## config.mk

```make
export PLATFORM = sky130hd
export DESIGN_NAME = universal_shift_reg
export DESIGN_NICKNAME = d
export VERILOG_FILES = /design/src/rtl/universal_shift_reg.sv
export SDC_FILE = /design/constraint.sdc
export NUM_CORES = 1
export LEC_CHECK = 0
export CORE_MARGIN = 2
export CORE_UTILIZATION = 40
export CTS_CLUSTER_SIZE = 28
export DETAILED_ROUTE_END_ITERATION = 8
export GPL_ROUTABILITY_DRIVEN = 0
export GPL_TIMING_DRIVEN = 0
export PLACE_DENSITY = 0.84
export REMOVE_ABC_BUFFERS = 1
export SLEW_MARGIN = 10
export SYNTH_ARGS = -nofsm -noshare
export SYNTH_HDL_FRONTEND = slang
export SYNTH_SLANG_ARGS = --single-unit
```

## constraint.sdc

```tcl
create_clock -name clk -period 1.4 [get_ports clk]
set_clock_uncertainty 0.05 [all_clocks]
set_input_delay 0.28 -clock clk [delete_from_list [all_inputs] [get_ports clk]]
set_output_delay 0.28 -clock clk [all_outputs]
set_load 0.05 [all_outputs]
```

## src/rtl/universal_shift_reg.sv

```systemverilog
// -----------------------------------------------------------------------------
// universal_shift_reg
//
// WIDTH-bit register with clock enable and a 3-bit mode select. It supports
// hold, parallel load, logical shift left/right, rotate left/right,
// arithmetic shift right and clear. A saturating counter tracks shift
// operations since the last load/clear/reset. A one-cycle pulse on done marks
// the edge where a full word has been shifted.
//
// Ports:
//   clk          rising-edge clock
//   rst          synchronous reset, active-high (q=RESET_VAL, cnt=0, done=0)
//   en           clock enable; low holds q and cnt and clears done
//   mode         operation select (see mode constants below)
//   d            parallel load data
//   ser_in       serial input bit for the logical shifts
//   q            register contents
//   ser_out_msb  q[WIDTH-1], combinational from q
//   ser_out_lsb  q[0], combinational from q
//   cnt          shifts since last load/clear/reset, saturating at WIDTH
//   done         registered pulse on the edge where cnt goes WIDTH-1 -> WIDTH
// -----------------------------------------------------------------------------
module universal_shift_reg #(
  parameter int                 WIDTH     = 8,
  parameter logic [WIDTH-1:0]   RESET_VAL = '0,
  localparam int                CNT_W     = $clog2(WIDTH + 1)
) (
  input  logic              clk,
  input  logic              rst,
  input  logic              en,
  input  logic [2:0]        mode,
  input  logic [WIDTH-1:0]  d,
  input  logic              ser_in,
  output logic [WIDTH-1:0]  q,
  output logic              ser_out_msb,
  output logic              ser_out_lsb,
  output logic [CNT_W-1:0]  cnt,
  output logic              done
);

  localparam logic [2:0] MODE_HOLD = 3'b000;
  localparam logic [2:0] MODE_LOAD = 3'b001;
  localparam logic [2:0] MODE_SHL  = 3'b010;
  localparam logic [2:0] MODE_SHR  = 3'b011;
  localparam logic [2:0] MODE_ROL  = 3'b100;
  localparam logic [2:0] MODE_ROR  = 3'b101;
  localparam logic [2:0] MODE_ASR  = 3'b110;
  localparam logic [2:0] MODE_CLR  = 3'b111;

  localparam logic [CNT_W-1:0] CNT_FULL = CNT_W'(WIDTH);
  localparam logic [CNT_W-1:0] CNT_LAST = CNT_W'(WIDTH - 1);

  logic [WIDTH-1:0] q_reg,    q_next;
  logic [CNT_W-1:0] cnt_reg,  cnt_next;
  logic             done_reg, done_next;

  // Shared by all shift modes: advance the counter unless saturated, and
  // raise done only on the step that reaches a full word. Further shifts
  // while saturated leave done low, so a new pulse needs a load or clear.
  logic [CNT_W-1:0] cnt_shift;
  logic             done_shift;

  always_comb begin
    cnt_shift  = (cnt_reg < CNT_FULL) ? cnt_reg + 1'b1 : CNT_FULL;
    done_shift = (cnt_reg == CNT_LAST);
  end

  always_comb begin
    q_next    = q_reg;
    cnt_next  = cnt_reg;
    done_next = 1'b0;
    if (en) begin
      case (mode)
        MODE_HOLD: begin
          q_next = q_reg;
        end
        MODE_LOAD: begin
          q_next   = d;
          cnt_next = '0;
        end
        MODE_SHL: begin
          q_next    = {q_reg[WIDTH-2:0], ser_in};
          cnt_next  = cnt_shift;
          done_next = done_shift;
        end
        MODE_SHR: begin
          q_next    = {ser_in, q_reg[WIDTH-1:1]};
          cnt_next  = cnt_shift;
          done_next = done_shift;
        end
        MODE_ROL: begin
          q_next    = {q_reg[WIDTH-2:0], q_reg[WIDTH-1]};
          cnt_next  = cnt_shift;
          done_next = done_shift;
        end
        MODE_ROR: begin
          q_next    = {q_reg[0], q_reg[WIDTH-1:1]};
          cnt_next  = cnt_shift;
          done_next = done_shift;
        end
        MODE_ASR: begin
          q_next    = {q_reg[WIDTH-1], q_reg[WIDTH-1:1]};
          cnt_next  = cnt_shift;
          done_next = done_shift;
        end
        MODE_CLR: begin
          // Clear is an explicit zero, independent of RESET_VAL.
          q_next   = '0;
          cnt_next = '0;
        end
        default: begin
          q_next = q_reg;
        end
      endcase
    end
  end

  always_ff @(posedge clk) begin
    if (rst) begin
      q_reg    <= RESET_VAL;
      cnt_reg  <= '0;
      done_reg <= 1'b0;
    end else begin
      q_reg    <= q_next;
      cnt_reg  <= cnt_next;
      done_reg <= done_next;
    end
  end

  assign q           = q_reg;
  assign cnt         = cnt_reg;
  assign done        = done_reg;
  assign ser_out_msb = q_reg[WIDTH-1];
  assign ser_out_lsb = q_reg[0];

endmodule

```

==> summary.md, run 1 <==
| Metric | Value |
|---|---|
| Rel. slew slack | 65.0% |
| Io pins | 30 |
| Fin area | 1110 um^2 |
| H-Tree Depth | 1 |
| Worst setup margin | 41.8 ps |
| Clk_lat worst skew | 270 ps |
| #FFs+latches synth | 13 |
| Critical Path Sink Type | output pin |
| Total wire length | 2.17 mm |
| Peak VDD IR | 0.000349 V |
| Layout cells sized above 1 | 32.0% |
| Routed len/inst | 14.5 um |
| Post-synthesis xor/xnor area fraction | 1.97% |
| Clk sinks | 13 |
| Total number of vias | 865 |
| Final HPWL DP | 1.55 mm |
| Pwr Density | 825 nW/um^2 |
| Worst slew pin tran | 525 ps |
| Pre-CTS setup slack | -942 ps |
| RSZ-0062 raised after global routing | no |
| Critical path's largest stage delay | 440 ps |
| Filler cells | 218 |
| Area leader, netlist | dfxtp_1 |
| CTS root buf | clkbuf_4 |
| Final Net Count | 139 |
| FF+latch area | 260 um^2 |
| Cells after Synth | 97 |
| Post-synthesis mux area share | 8.02% |
| Lkg Pwr | 0.436 nW |
| Initial antenna violation count | 0 |
| Startpoint Class | register |
| Grt total ovfl | 0 |
| Floorplan Core Area | 2150 um^2 |
| GRT Overall Usage | 18.2% |
| HP Class | primary input to register |
| Die Y-Extent | 51.2 um |
| Die X | 51.2 um |
| Crit-path max FO | 6 |
| # port buffers | 29 |
| DRC Markers | 0 |
| Multi-input logic area | 551 um^2 |
| Netlist cell types | 37 |
| Compound-gate portion of the synthesized area | 33.8% |
| Synth area leaders | dfxtp_1, a21oi_1, a221o_1 |
| Global-route wire length before repair | 3.66 mm |
| Clk slew on worst S/H paths | 80 ps |
| Combinational family with the most area after synthesis | compound AO/OA/AOI/OAI gates |
| Num rows | 17 |
| Vias in the first global route | 817 |
| Initial Utilization | 41.4% |
| Final Max Slew Viols | 0 |
| Antenna Nets Post-Route | 0 |
| Crit path kind | register to output pin |
| Seq/Total Area, Yosys | 29.3% |
| Top delay family on crit path | flip-flops |
| Die area | 2620 um^2 |
| Non-filler cells, final | 150 |
| Yosys top cell area share | 29.3% |
| Largest net degree at the start of global routing | 19 |
| Setup violations, final | 0 |
| Synth Area per Inst | 9.17 um^2 |
| CP bufs+invs | 1 |
| Async set-reset flop share out of synthesis | 0% |
| Simple-gate share of the synthesized area | 15.2% |
| Yosys Warn Count | 0 |
| Run status | completed |
| Most common cell after layout, fill and taps aside | buf_2 |
| Fmax | 736 MHz |
| Max Cap Violations | 0 |
| Post-synth EDFFs | 0 |
| Inserted Diodes | 0 |
| Tcrit/Tclk final | 97.0% |
| Adder-cell share of the synthesized area | 1.41% |
| Max Root-Sink Buffers | 2 |
| CTS buffer count | 3 |
| Top_reg_cell synth | dfxtp_1 |
| Most frequent cells in the layout | buf_2, dfxtp_1, a21oi_1, nand2_1, clkdlybuf4s50_1 |
| Hold Fails Final Rpt | 0 |
| Crit path required time | 1070 ps |
| Placed insts | 144 |
| Placed cell area | 1130 um^2 |
| Vias per cell | 5.77 |
| CP max-delay cell | dfxtp_1 |
| Tmin final | 1360 ps |
| Number of flip-flops in the largest register | 8 |
| First DRT Iteration DRCs | 14 |
| Synth Cell Area | 890 um^2 |
| CP cell instances | buf_2 |
| Hold_buf cts | 0 |
| Worst Path Arrival | 1030 ps |
| First drt pass iteration count | 4 |
| CTS tree | built |
| Final Power | 0.919 mW |
| Synthesis-to-finish area growth | 25.2% |
final timing paths:
kind	from	endpoint	cells after the start	slack, ps
setup / recovery	q[7]$_SDFFE_PP0P_	q[7]	1	40
hold / removal	mode[0]	cnt[3]$_SDFFE_PP0P_	2	400
setup reg to reg	q[7]$_SDFFE_PP0P_	q[6]$_SDFFE_PP0P_	4	70
hold reg to reg	q[1]$_SDFFE_PP0P_	q[1]$_SDFFE_PP0P_	2	460
Yosys cell counts (2+ instances only):
cell type  number
a211oi_1        2
a21oi_1        12
a221o_1         6
buf_4           4
buf_6           2
clkbuf_1        2
dfxtp_1        13
mux2_2          5
nand2_1        10
nand2b_1        2
nand4b_1        2
nor2_1          4
o211ai_1        6
o21ai_0         3
xnor2_1         2
worst reg2reg max path: stages, from the launching register on:
cell and delay, ps:
dfxtp_1 370, mux2_4 270, a221o_1 340, o211ai_1 80
a21oi_1 80
repair_timing:
action / in CTS / in global routing
endpoints found under the setup margin: 28 / 11
endpoints found under the hold margin: 0 / 0
gates resized for setup: 81 / 9
setup buffers: 2 / 0
power breakdown:
| group | internal, mW | total (mW) | leakage [nW] | switching (mW) |
|---|---|---|---|---|
| clock network | 0.110 | 0.232 | 0.0150 | 0.122 |
| logic | 0.108 | 0.279 | 0.315 | 0.171 |
| registers | 0.386 | 0.408 | 0.106 | 0.0218 |
| total | 0.604 | 0.919 | 0.436 | 0.315 |
cell families after synthesis:
group | count (synthesis)
flip-flops | 13
AO/OA/AOI/OAI | 37
buffers and inverters | 12
adder cells (fa/ha/maj) | 1
multiplexers | 6
XOR/XNOR | 2
AND/OR/NAND/NOR | 26
through the flow:
step	setup TNS, ps	hold slack [ps]	util [%]
global placement	-12030	435	52.6
CTS	0	444	53.1
detailed placement	-12550	450	52.6
floorplan	-994	298	-
global route	0	408	51.8
finish	0	396	51.8
area by class of cell:
| cell class | instances | area share, % |
|---|---|---|
| timing repair buffer | 31 | 21.0 |
| multi-input combinational | 72 | 49.4 |
| clock buffer | 4 | 2.36 |
| sequential | 13 | 23.4 |
| inverter | 2 | 0.674 |
| tap | 28 | 3.15 |
layer usage:
layer | GRT usage (%) | vias up | routed length, um
met5 | 0 | - | 0
met4 | 5.41 | 0 | 27
met3 | 2.92 | 4 | 104
met2 | 29.7 | 24 | 1040
met1 | 24.5 | 420 | 993
li1 | - | 417 | -
Power figures use the tool's default switching activity.
==> run 2: changes to the inputs <==
Settings changed: CORE_UTILIZATION 40 to 48, PLACE_DENSITY 0.84 to 0.94.
Clock period 1.4 ns to 1.7 ns, I/O delays scaled along.
==> run 2 against run 1 <==
  * Register-to-register slack better by 300 ps
  * Cell count down 3.3%
  * Critical path depth unchanged
  * Worst hold slack improved by 50 ps
  * Critical path type unchanged
  * Combinational power fell by 18%
  * First-iteration DRC count up 110%
  * Global-route usage grew 3.7 points
  * Die area down 15%
  * Utilization is 14 points higher
  * Clock power fell by 15%
==> summary.md, run 2 (synthesized netlist as in run 1, its figures left out) <==
| Metric | Value |
|---|---|
| Run status | completed |
| Crit-path max FO | 6 |
| Num rows | 15 |
| Flop pwr share | 44.0% |
| First DRT Iteration DRCs | 29 |
| Die X | 47.1 um |
| # port buffers | 29 |
| Worst reg-to-reg path cell count | 4 |
| Lkg Pwr | 0.455 nW |
| Rel. slew slack | 62.8% |
| Worst setup margin | 38.2 ps |
| Hold Path Stages | 2 |
| Cell internal pwr | 0.497 mW |
| Comb power frac | 30.0% |
| Setup violations, final | 0 |
| Placed insts | 141 |
| Final Max Slew Viols | 0 |
| Grt total ovfl | 0 |
| Critical Path Sink Type | output pin |
| Non-filler cells, final | 145 |
| Most common cell after layout, fill and taps aside | dlygate4sd2_1 |
| Instance count on the critical path | 1 |
| Top delay family on crit path | buffers and inverters |
| CP bufs+invs | 1 |
| Final Net Count | 137 |
| Clk slew on worst S/H paths | 90 ps |
| Final Power | 0.762 mW |
| Worst Path Arrival | 1270 ps |
| Filler cells | 144 |
| Multi-input logic area | 537 um^2 |
| Crit path kind | register to output pin |
| Routed len/inst | 15.2 um |
| Pre-CTS setup slack | -679 ps |
| Vias per cell | 5.90 |
| Global-route wire length before repair | 3.41 mm |
| Clk sinks | 13 |
| Crit path required time | 1310 ps |
| Worst slew pin tran | 558 ps |
| Initial Utilization | 51.5% |
| DRC Markers | 0 |
| Hold Fails Final Rpt | 0 |
| Die Y-Extent | 47.1 um |
| Tmin final | 1660 ps |
| RSZ-0062 raised after global routing | yes |
| First drt pass iteration count | 4 |
| Die area | 2210 um^2 |
| Sw Share | 34.8% |
| CTS tree | built |
| Hold_buf cts | 0 |
| Floorplan Core Area | 1730 um^2 |
| Clock power frac | 26.0% |
| Vias in the first global route | 795 |
| Initial antenna violation count | 0 |
| Total number of vias | 856 |
| CP max-delay cell | dlygate4sd2_1 |
| Antenna Nets Post-Route | 0 |
| FF+latch area | 260 um^2 |
| Pwr Density | 673 nW/um^2 |
| Synthesis-to-finish area growth | 27.4% |
| Max Root-Sink Buffers | 2 |
| Critical path's largest stage delay | 560 ps |
| CTS buffer count | 3 |
| Io pins | 30 |
| GRT Overall Usage | 21.9% |
| Largest net degree at the start of global routing | 19 |
| Fmax | 602 MHz |
| CP cell instances | dlygate4sd2_1 |
| Tcrit/Tclk final | 97.8% |
| HP Class | register to register |
| Clk_lat worst skew | 280 ps |
| Max Cap Violations | 0 |
| Layout cells sized above 1 | 15.0% |
| Startpoint Class | register |
| H-Tree Depth | 1 |
| CTS root buf | clkbuf_4 |
| Switching pwr | 0.265 mW |
| Peak VDD IR | 0.000436 V |
| Inserted Diodes | 0 |
| Final HPWL DP | 1.55 mm |
| Most frequent cells in the layout | dlygate4sd2_1, dfxtp_1, a21oi_1, clkdlybuf4s50_1, nand2_1 |
| Total wire length | 2.20 mm |
| Number of flip-flops in the largest register | 8 |
[run 2: cell types whose count changed in the layout (fill, tap and decap cells not counted), moves of 2 or more]
cell / change
clkdlybuf4s15_2: -2
dlygate4sd2_1: +14
buf_2: -14
buf_4: -2
clkdlybuf4s50_1: +2
[run 2: final timing paths]
kind / start / endpoint / slack (ps)
hold reg to reg: q[1]$_SDFFE_PP0P_ / q[1]$_SDFFE_PP0P_ / 450
setup / recovery: q[7]$_SDFFE_PP0P_ / ser_out_msb / 40
setup reg to reg: q[7]$_SDFFE_PP0P_ / q[6]$_SDFFE_PP0P_ / 370
hold / removal: q[1]$_SDFFE_PP0P_ / q[1]$_SDFFE_PP0P_ / 450
[run 2: cell type report]
class | instances | share of cell area, %
multi-input cells | 72 | 47.4
repair buffers | 29 | 24.0
flip-flops and latches | 13 | 23.0
well taps | 25 | 2.76
clock buffers | 4 | 2.32
inverters | 2 | 0.662
[run 2: through the flow]
stage	setup TNS (ps)	util [%]	area [um^2]	hold WS (ps)
finish	0	65.7	1130	446
global route	-5.35	65.7	1130	481
CTS	0	65.6	1130	450
detailed placement	-6870	65.2	1130	440
global placement	-6620	65.2	1130	436
floorplan	-15.4	-	805	358
[run 2: per-layer routing]
metal	vias up	track usage, %	part of all wire [%]
met5	-	0	0
met4	0	13.3	1.7
met3	4	2.31	6.8
met2	46	35.6	49
met1	390	27.8	42
li1	416	-	-
[run 2: timing repair]
action                                  CTS  global route
setup buffers                             0             0
resized for setup                        20             1
endpoints found under the setup margin   27             3
[run 2: power groups by stage]
stage | clock (mW) | sequential, mW | combinational (mW)
after global routing | 0.213 | 0.337 | 0.243
after detailed placement | 0 | 0.343 | 0.239
after floorplan | 0 | 0.394 | 0.0846
final | 0.198 | 0.335 | 0.229
after global placement | 0 | 0.341 | 0.235
after CTS | 0.200 | 0.335 | 0.228
==> run 3: changes to the inputs <==
Settings changed: CAP_MARGIN set to 10.
==> results of run 3 <==
No change in the layout: final DEF, timing and power equal those of run 2.
==> RTL change 1 (flow settings as in run 1) <==
Reset style: asynchronous (`rst`), changed in one clocked block. Comments in the files are not updated.
--- a/src/rtl/universal_shift_reg.sv
+++ b/src/rtl/universal_shift_reg.sv
@@ -116,5 +116,5 @@
   end
 
-  always_ff @(posedge clk) begin
+  always_ff @(posedge clk or posedge rst) begin
     if (rst) begin
       q_reg    <= RESET_VAL;
Formal check against the unedited RTL: differs if rst is asserted again (counterexample within 4 cycles, from zero or initial values and one cycle with rst high); with rst held inactive, the same outputs for 10 cycles.
==> RTL change 1 against run 1 <==
Wire length down 6.5%; setup slack better by 0.0087 ns; register-to-register slack about the same; global-route usage down 0.12 points; utilization up 4.4 points; area after synthesis down 6.2%; die area down 5.7%; sequential cell count unchanged; final area down 0.90%; worst hold slack worse by 0.11 ns; highest routed layer unchanged; cell count down 2.0%.
Power is not compared: it rests on default switching activity, and its combinational part moved more than twofold at a synthesized area within 25%.
==> RTL change 1: results <==
final_layout:
  seq_share: 0.2948
  nMultiInputCombCells: 67
  nFillCells: 201
  n_all_buffers: 33
  multi_input_area_share: 0.4274
  n_all_inverters: 3
  final-clk-cell-share: 0.02381
  drive_above_1_share: 0.3250
worst_setup_path:
  crit_path_start: "q[7]"
  critPathSlowestCell: "dfrtp_1"
  worst-r2r-cell-count: 3
synthesis:
  ys_types: 25
  synthTopCellsByCount: "14 x nor2_1, 13 x dfrtp_1, 12 x nand2_1"
  async_reset_ff_frac: 1.000
  synth_top_cells_by_area: "dfrtp_1 39%, mux2_2 11%, a221oi_1 7.3%, nor2_1 6.3%, o31ai_1 6.3%"
sta:
  worst_hold_slack_ns: 0.2832
route:
  first_iter_violations: 10
global_routing:
  use_met2: 0.2800
  grt_pass1_vias: 735
  grt_max_degree: 16
  use_met3: 0.03333
  grt_pass1_wl_um: 3387
  track_usage: 0.1807
worst_hold_path:
  hold_path_class: "in2async"
run_status:
  status: "finished clean"
RTL change 1: how the worst max path moves through the flow:
stage / endpoint / depth (start not counted)
CTS: ser_out_lsb / 1
global placement: cnt[2] / 5
detailed placement: cnt[2] / 5
floorplan: q[6] / 3
finish: ser_out_msb / 1
global route: ser_out_msb / 1
RTL change 1: kinds of logic (layout without fill, tap and decap cells):
group	Yosys count	count (layout)	synth area share
simple gates	33	33	0.1724
flops	13	13	0.3898
mux	8	8	0.1080
compound gates	23	23	0.2264
buf+inv	10	40	0.06746
fa+ha+maj	1	1	0.01499
xor+xnor	2	2	0.02099
RTL change 1: power groups by stage:
stage | registers, W | clock network (W) | logic (W)
after floorplan | 0.000958 | 0 | 0.000252
after global placement | 0.000593 | 0 | 0.000936
after detailed placement | 0.000596 | 0 | 0.000951
after CTS | 0.000588 | 0.000233 | 0.000883
after global routing | 0.000609 | 0.000262 | 0.000913
final | 0.000589 | 0.000225 | 0.000860
RTL change 1: metrics by stage:
step | setup WS [ns] | total power (W) | cell area, um^2 | setup TNS (ns) | instances
final | 0.05052 | 0.001674 | 1104 | 0 | 147
after global routing | 0.0001055 | 0.001784 | 1104 | 0 | 147
after CTS | 0.0008544 | 0.001703 | 1132 | 0 | 147
after detailed placement | -0.9456 | 0.001547 | 1114 | -11.46 | 139
after global placement | -0.9129 | 0.001528 | 1114 | -10.86 | 139
after floorplan | -0.3352 | 0.001211 | 789.5 | -1.293 | 83
RTL change 1: metal layers:
metal	vias up	wire, um	part of all wire
met5	-	0	0
met2	25	969	0.48
met3	4	90	0.044
met1	401	927	0.46
li1	387	-	-
met4	0	43	0.021
RTL change 1: repair_timing:
item,4_1_cts,5_1_grt
endpoints found under the setup margin,28,15
resized for setup,80,10
pin swaps,1,0
buffers inserted,4,0
endpoints found under the hold margin,0,0
==> RTL change 2 (config.mk and constraints of run 1) <==
Without the edit above. `WIDTH`: 8 -> 32.
--- a/src/rtl/universal_shift_reg.sv
+++ b/src/rtl/universal_shift_reg.sv
@@ -22,5 +22,5 @@
 // -----------------------------------------------------------------------------
 module universal_shift_reg #(
-  parameter int                 WIDTH     = 8,
+  parameter int                 WIDTH     = 32,
   parameter logic [WIDTH-1:0]   RESET_VAL = '0,
   localparam int                CNT_W     = $clog2(WIDTH + 1)
Interface: changed (resized cnt, d and q); port bits go from 30 to 80. No check against the original RTL was run, so the function may have changed too.
==> RTL change 2 against run 1 <==
Total power rose to 3.3 times the old value; wire length rose to 3.7 times the old value; cell count grew to 3.1 times the old value; sequential cell count rose by 26; die area increased to 2.8 times the old value; setup slack worse by 0.0059 ns; area after synthesis grew to 3.0 times the old value; final area increased to 3.3 times the old value; highest routed layer unchanged.
==> RTL change 2: results <==
run_status:
  status: "finished clean"
synthesis:
  syn_inst: 297
  ys_types: 38
  synthTopCellsByCount: "68 x nor2_1, 39 x dfxtp_1, 34 x nand2_1"
  muxShareOfSynthArea: 0.1163
  synth-adder-area-share: 0.004690
  synth_top_cells_by_area: "dfxtp_1 29%, a211oi_2 14%, o31ai_2 13%, mux2i_1 12%, nor2_1 9.6%"
  synth-compound-area-share: 0.3133
  synth-xor-area-share: 0.02298
final_layout:
  multi_input_area_share: 0.4849
  nFillCells: 580
  final_net_count: 422
  multiInputGateArea_um2: 1773
  largest_reg_flops: 32
  n_clock_buffer: 6
  nMultiInputCombCells: 233
  n_all_buffers: 103
  final-clk-cell-share: 0.02396
  n_all_inverters: 0
  synthToLayoutAreaGrowth_pct: 37.05
  drive_above_1_share: 0.3796
  bufAreaShareNonClock: 0.2509
placed_design:
  dp_hpwl_um: 4563
  post-place-cells: 427
  io_buffers: 79
  dpl-instance-area_um2: 3456
clock_network:
  htree_levels: 2
  clock_latency_ns: 0.30
  cts_root_buffer: "clkbuf_8"
  numCtsBuffers: 5
  numClockSinks: 39
global_routing:
  grt_pass1_vias: 2402
  use_met2: 0.3423
  grt_pass1_wl_um: 12360
  grt_max_degree: 29
  use_met3: 0.05101
  track_usage: 0.2111
  grt_use_met1: 0.2817
worst_setup_path:
  crit_path_start: "q[5]"
  rr_startpoint: "cnt[2]"
  crit_path_end: "q[5]"
  worst-r2r-setup-slack_ns: 0.21
  worst-r2r-cell-count: 3
  path_max_fanout: 5
sta:
  worst_hold_slack_ns: 0.3907
route:
  routed_wl_um: 7949
  routed_via_density: 5.597
  dr_wl_met3_um: 579
  route.met2.wl_um: 3785
  vias: 2569
power_and_ir_drop:
  p_leak_nw: 1.548
  irDropWorstVdd_mv: 0.3697
  sequentialPower_w: 0.00124
  combPwrFrac: 0.317
worst_hold_path:
  hold_path_end: "cnt[5]"
==> RTL change 2: cell count changes after synthesis, moves of 24 or more <==
cell	before	now
dfxtp_1	13	39
a211oi_2	0	29
nand2_1	10	34
mux2i_1	0	31
o31ai_2	0	28
nor2_1	4	68
==> RTL change 2: cell families after synthesis <==
family / after synthesis
fa+ha+maj: 1
compound gates: 74
xor+xnor: 7
mux: 31
flops: 39
simple gates: 116
buf+inv: 29
==> RTL change 2: per-stage QoR <==
| stage | setup WS, ns | power, W |
|---|---|---|
| 3_3_place_gp | -3.017 | 0.002132 |
| 6_report | 0.03593 | 0.002996 |
| 3_5_place_dp | -1.857 | 0.002166 |
| 2_1_floorplan | -1.380 | 0.001798 |
| 4_1_cts | 0.0004470 | 0.002994 |
| 5_1_grt | 0.0007367 | 0.003126 |
==> RTL change 2: repair_timing <==
item	CTS	global route
setup endpoints to repair	80	48
pin swaps	6	0
buffers inserted	20	0
cloned	4	1
gates resized for setup	218	19
hold buffers	0	0
